## src/rtl/sr_fifo_pkg.sv

```systemverilog
// Shared types and helpers for the shift-register FIFO controller.
// Holds the per-cycle operation decode and the occupancy width function.
package sr_fifo_pkg;

    typedef enum logic [1:0] {
        OP_IDLE = 2'b00,
        OP_PUSH = 2'b10,
        OP_POP  = 2'b01,
        OP_BOTH = 2'b11
    } fifo_op_t;

    function automatic int pcw(input int depth);
        return $clog2(depth + 1);
    endfunction

endpackage

```

## src/rtl/sr_occ_cnt.sv

```systemverilog
// Occupancy counter for the shift-register FIFO.
// Tracks pc from accepted push/pop and derives the level flags.
module sr_occ_cnt
    import sr_fifo_pkg::*;
#(
    parameter int DEPTH = 8,
    parameter int PCW   = pcw(DEPTH)
) (
    input  logic           i_clk,
    input  logic           i_rst_n,
    input  logic           i_push_ok,
    input  logic           i_pop_ok,
    output logic [PCW-1:0] o_pc,
    output logic           o_full,
    output logic           o_empty,
    output logic           o_almost_full
);

    localparam logic [PCW-1:0] LP_FULL = PCW'(DEPTH);
    localparam logic [PCW-1:0] LP_AF   = PCW'(DEPTH - 1);

    logic [PCW-1:0] r_pc;
    logic [PCW-1:0] w_pc_nxt;
    fifo_op_t       w_op;

    assign w_op = fifo_op_t'({i_push_ok, i_pop_ok});

    // Saturating guards keep pc inside 0..DEPTH even if acceptance misbehaves.
    always_comb begin
        w_pc_nxt = r_pc;
        unique case (w_op)
            OP_PUSH: begin
                if (r_pc != LP_FULL)
                    w_pc_nxt = r_pc + PCW'(1);
            end
            OP_POP: begin
                if (r_pc != '0)
                    w_pc_nxt = r_pc - PCW'(1);
            end
            OP_IDLE: w_pc_nxt = r_pc;
            OP_BOTH: w_pc_nxt = r_pc;
        endcase
    end

    always_ff @(posedge i_clk or negedge i_rst_n) begin
        if (!i_rst_n)
            r_pc <= '0;
        else
            r_pc <= w_pc_nxt;
    end

    assign o_pc          = r_pc;
    assign o_full        = (r_pc == LP_FULL);
    assign o_empty       = (r_pc == '0);
    assign o_almost_full = (r_pc >= LP_AF);

endmodule

```

## src/rtl/sr_fifo_ctrl.sv

```systemverilog
// Shift-register FIFO stage: serial storage chain, registered read port,
// occupancy flags and sticky overflow/underflow reporting.
module sr_fifo_ctrl
    import sr_fifo_pkg::*;
#(
    parameter  int depth = 8,
    parameter  int bits  = 1,
    localparam int PCW   = pcw(depth)
) (
    input  logic            clk,
    input  logic            reset,
    input  logic            push,
    input  logic [bits-1:0] D_push,
    input  logic            pop,
    input  logic            clr_err,
    output logic [bits-1:0] D_pop,
    output logic            pop_valid,
    output logic [PCW-1:0]  pc,
    output logic            full,
    output logic            empty,
    output logic            almost_full,
    output logic            overflow,
    output logic            underflow
);

    localparam int IDXW = $clog2(depth);

    logic [bits-1:0] r_mem [depth];
    logic [bits-1:0] r_d_pop;
    logic            r_pop_valid;
    logic            r_overflow;
    logic            r_underflow;

    logic [PCW-1:0]  w_pc;
    logic            w_full;
    logic            w_empty;
    logic            w_almost_full;
    logic            w_push_ok;
    logic            w_pop_ok;
    logic            w_ovf_evt;
    logic            w_unf_evt;
    logic [IDXW-1:0] w_rd_idx;

    // A pop frees a slot in the same edge, so a full FIFO still takes a push.
    assign w_push_ok = push & (~w_full | pop);
    assign w_pop_ok  = pop & ~w_empty;
    assign w_ovf_evt = push & w_full & ~pop;
    assign w_unf_evt = pop & w_empty;

    assign w_rd_idx  = w_empty ? '0 : IDXW'(w_pc - PCW'(1));

    sr_occ_cnt #(
        .DEPTH (depth),
        .PCW   (PCW)
    ) u_occ (
        .i_clk         (clk),
        .i_rst_n       (reset),
        .i_push_ok     (w_push_ok),
        .i_pop_ok      (w_pop_ok),
        .o_pc          (w_pc),
        .o_full        (w_full),
        .o_empty       (w_empty),
        .o_almost_full (w_almost_full)
    );

    always_ff @(posedge clk or negedge reset) begin
        if (!reset) begin
            for (int i = 0; i < depth; i++)
                r_mem[i] <= '0;
        end else if (w_push_ok) begin
            r_mem[0] <= D_push;
            for (int i = 1; i < depth; i++)
                r_mem[i] <= r_mem[i-1];
        end
    end

    always_ff @(posedge clk or negedge reset) begin
        if (!reset) begin
            r_d_pop     <= '0;
            r_pop_valid <= 1'b0;
        end else begin
            r_pop_valid <= w_pop_ok;
            if (w_pop_ok)
                r_d_pop <= r_mem[w_rd_idx];
        end
    end

    // New error events take priority over a same-cycle clear.
    always_ff @(posedge clk or negedge reset) begin
        if (!reset) begin
            r_overflow  <= 1'b0;
            r_underflow <= 1'b0;
        end else begin
            if (w_ovf_evt)
                r_overflow <= 1'b1;
            else if (clr_err)
                r_overflow <= 1'b0;
            if (w_unf_evt)
                r_underflow <= 1'b1;
            else if (clr_err)
                r_underflow <= 1'b0;
        end
    end

    assign D_pop       = r_d_pop;
    assign pop_valid   = r_pop_valid;
    assign pc          = w_pc;
    assign full        = w_full;
    assign empty       = w_empty;
    assign almost_full = w_almost_full;
    assign overflow    = r_overflow;
    assign underflow   = r_underflow;

endmodule

```

## config.mk

```make
export PLATFORM = sky130hd
export DESIGN_NAME = sr_fifo_ctrl
export DESIGN_NICKNAME = d
export VERILOG_FILES = /design/src/rtl/sr_fifo_pkg.sv /design/src/rtl/sr_occ_cnt.sv /design/src/rtl/sr_fifo_ctrl.sv
export SDC_FILE = /design/constraint.sdc
export NUM_CORES = 1
export LEC_CHECK = 0
export ABC_AREA = 0
export ABC_CLOCK_PERIOD_IN_PS = 3200
export CAP_MARGIN = 5
export CORE_MARGIN = 2
export CORE_UTILIZATION = 49
export DETAILED_ROUTE_END_ITERATION = 16
export PLACE_DENSITY = 0.76
export RECOVER_POWER = 100
export SETUP_SLACK_MARGIN = 0.02
export SYNTH_ARGS = -nofsm -noshare
export SYNTH_HDL_FRONTEND = slang
export SYNTH_SLANG_ARGS = --single-unit
export TNS_END_PERCENT = 1
```

## constraint.sdc

```tcl
create_clock -name clk -period 3.2 [get_ports clk]
set_clock_uncertainty 0.2 [all_clocks]
set_input_delay 0.32 -clock clk [delete_from_list [all_inputs] [get_ports clk]]
set_output_delay 0.32 -clock clk [all_outputs]
set_load 0.01 [all_outputs]
```

==> metrics.md <==
| Metric | Value |
|---|---|
| Outcome | `finished clean` |
| Bufs on Longest Clock Path | `2` |
| Final Net Count | `102` |
| Fin crit share | `88.93%` |
| DRC violation count after routing | `0` |
| Count leader, synth | `dfrtp_1` |
| Synth Area in XOR/XNOR | `3.022%` |
| CTS tree | `done` |
| Simple-Gate Fraction of Synth Area | `8.777%` |
| Row count | `15` |
| Critical Path Fanout Max | `9` |
| H-tree levels | `1` |
| Final antenna-violating net count | `0` |
| Clock power share | `13.3%` |
| Crit Path Class | `flip-flop to flip-flop` |
| Maximum clock frequency | `351.4 MHz` |
| Headroom to the max-slew limit | `52.26%` |
| Clk_lat worst skew | `0.29 ns` |
| Hold_buf cts | `0` |
| Worst-margin pin slew | `0.7137 ns` |
| Commonest cells post-synth | `dfrtp_1, mux2_2, inv_1, ha_1, mux2i_1` |
| Synth area leaders | `dfrtp_1, mux2_2, ha_1, mux2i_1, inv_1` |
| Drt pass-1 iters | `2` |
| Critical-path top delay cell | `dfrtp_1` |
| Fin cells | `108` |
| Root Driver | `clkbuf_4` |
| Setup bufs post-CTS | `0` |
| Logic pwr share | `50.6%` |
| Synth Register Bits | `16` |
| Worst R2R End | `u_occ.o_pc[1]` |
| Largest net degree at the start of global routing | `17` |
| Total track usage | `16.83%` |
| EDFF count, synth | `0` |
| First-pass GRT wire length | `2490 um` |
| Detailed Route Iter0 Violations | `2` |
| Die width | `46.13 um` |
| Top_reg_cell synth | `dfrtp_1` |
| Leak | `0.0005062 uW` |
| RSZ-0062 raised after global routing | `false` |
| Worst EP required | `3.22 ns` |
| Die Height | `46.13 um` |
| Initial antenna violation count | `0` |
| Share of cells above drive strength 1 | `23.08%` |
| Int Pwr | `646.6 uW` |
| Post-Synth Adder-Cell Area | `5.755%` |
| Gpl congestion | `0.7309` |
| Power per cell area | `924.4 nW/um^2` |
| CP Capture Type | `flip-flop` |
| Compound-Gate Fraction of Synth Area | `12.81%` |
| Hold Vio Cnt, Final | `0` |
| Top-area cell type share of the netlist area | `46.04%` |
| Final setup viols | `0` |
| # port buffers | `16` |
| Post-route setup TNS | `0 ns` |
| Gr ovfl total | `0` |
| Synth warnings | `0` |
| Largest stage delay on the critical path | `0.44 ns` |
| Syn Std Cell Area | `869.6 sq um` |
| Critical-path cell list | `inv_1 > ha_1 > nand3b_1 > o21ai_2 > clkbuf_1 > inv_1 > ha_1 > mux2_2 > a21oi_1 > mux2i_1` |
| Total power draw | `1005 uW` |
| Largest family of logic cells by synthesized area | `multiplexers` |
| CP Launch Point | `u_occ.o_pc[1]` |
| Cell taking the most area after synthesis | `dfrtp_1` |
| Psw | `358.5 uW` |
| Core area | `1689 sq um` |
| Filler Cell Count | `135` |
| Reg2Reg Depth | `10` |
| Syn Inst Count | `70` |
| Startpoint types | `flip-flop` |
| Initial core utilization | `51.48%` |
| Syn nets | `80` |
| Vias | `606` |
| HP Class | `flip-flop to flip-flop` |
| Worst VDD drop | `0.0005353 V` |
| Num CTS Buffers | `3` |
| WL per Instance | `14.45 um` |
| Vias in the first global route | `557` |
| Switching Share | `35.67%` |
| Count of cell types in the netlist | `28` |
| P&R area growth vs syn | `25.04%` |
| Dpl cells | `104` |
| Mux cell area share after synthesis | `18.85%` |
| Period minus WS final | `2.846 ns` |
| Routed Wire Length | `1561 um` |
| Io pins | `17` |
| Critical Path End | `u_occ.o_pc[1]` |
| Post-synth ARST share | `100.0%` |
| Clock-pin slew on the worst setup and hold paths | `0.10 ns` |
| R2R Setup Slk | `0.35 ns` |
| Arr. time, crit path | `2.86 ns` |
| Sequential fraction of the synthesis area | `46.04%` |
| Critical R2R Launch | `u_occ.o_pc[1]` |
| TritonCTS Sinks | `16` |
| Syn avg cell area | `12.42 sq um` |
| Max Slew Vio Count | `0` |
| Post-CTS sizing | `0` |
| Number of diodes | `0` |
| Max-cap violation count | `0` |
| Die area | `2128 sq um` |
| Sequential share of power | `36.1%` |
| Via density | `5.611` |
## power groups by stage
stage | combinational [uW] | sequential, uW | clock [uW]
6_report | 508 | 362 | 134
5_1_grt | 556 | 379 | 146
4_1_cts | 538 | 366 | 139
3_5_place_dp | 535 | 371 | 0
2_1_floorplan | 338 | 372 | 0
3_3_place_gp | 529 | 363 | 0
## layout make-up
class	count	area, sq um	share of cell area (%)
tap	17	21.27	1.956
clock buffer	4	36.28	3.337
inverter	8	30.03	2.762
timing repair buffer	18	171.4	15.77
sequential	16	400.4	36.82
multi-input combinational	45	427.9	39.36
## stage by stage
stage	util, %	instance area, sq um	hold WS, ns	setup slack (ns)
after detailed placement	62.44	1055	0.2796	0.4062
after global placement	62.44	1055	0.2744	0.4750
final	64.37	1087	0.2915	0.3544
after floorplan	-	869.6	-0.1756	0.3901
after global routing	64.37	1087	0.3303	0.09916
after CTS	64.59	1091	0.2766	0.3866
## cell families after synthesis
group           count (synthesis)
buf+inv                         9
xor+xnor                        3
compound gates                 14
mux                            14
simple gates                   10
fa+ha+maj                       4
flops                          16
## critical path, delay by kind of cell (launching register included)
kind / cells / cell delay [ns]
buffers and inverters: 3 / 0.57
and+or+nand+nor: 1 / 0.15
DFF: 1 / 0.44
AOI/OAI and AO/OA: 2 / 0.47
muxes: 2 / 0.49
adders and majority gates: 2 / 0.46
## placed cells by master, fill, tap and decap left out, types with 2 or more instances in the layout
master,synthesis,layout
dlygate4sd3_1,0,12
mux2i_1,4,4
ha_1,4,4
a21oi_1,2,2
dfrtp_1,16,16
inv_1,8,8
nand3b_1,2,2
clkdlybuf4s50_1,0,4
a211oi_1,2,2
mux2_2,9,9
o21ai_0,2,2
xnor2_1,3,3
clkbuf_4,0,3
## state kept, by name (all words and copies together), names as in the netlist
signal	count
r_mem	8
underflow	1
pop_valid	1
overflow	1
D_pop	1
u_occ.o_pc	4
## worst min-delay path by stage
stage	start	to	slack [ns]	depth (start not counted)
4_1_cts	reset	pop_valid	0.28	1
5_1_grt	overflow	overflow	0.33	1
3_3_place_gp	overflow	overflow	0.27	1
6_report	overflow	overflow	0.29	1
2_1_floorplan	reset	D_pop	-0.18	0
3_5_place_dp	overflow	overflow	0.28	1
## layer usage
metal  global-route usage, %  up-vias  part of all wire, %
met4                   6.857        0                  1.5
met3                   2.745        4                  4.3
met5                       0        -                    0
met2                   26.39       16                   46
li1                        -      297                    -
met1                   22.96      289                   48
Note: power is estimated with default switching activity, not from simulation.
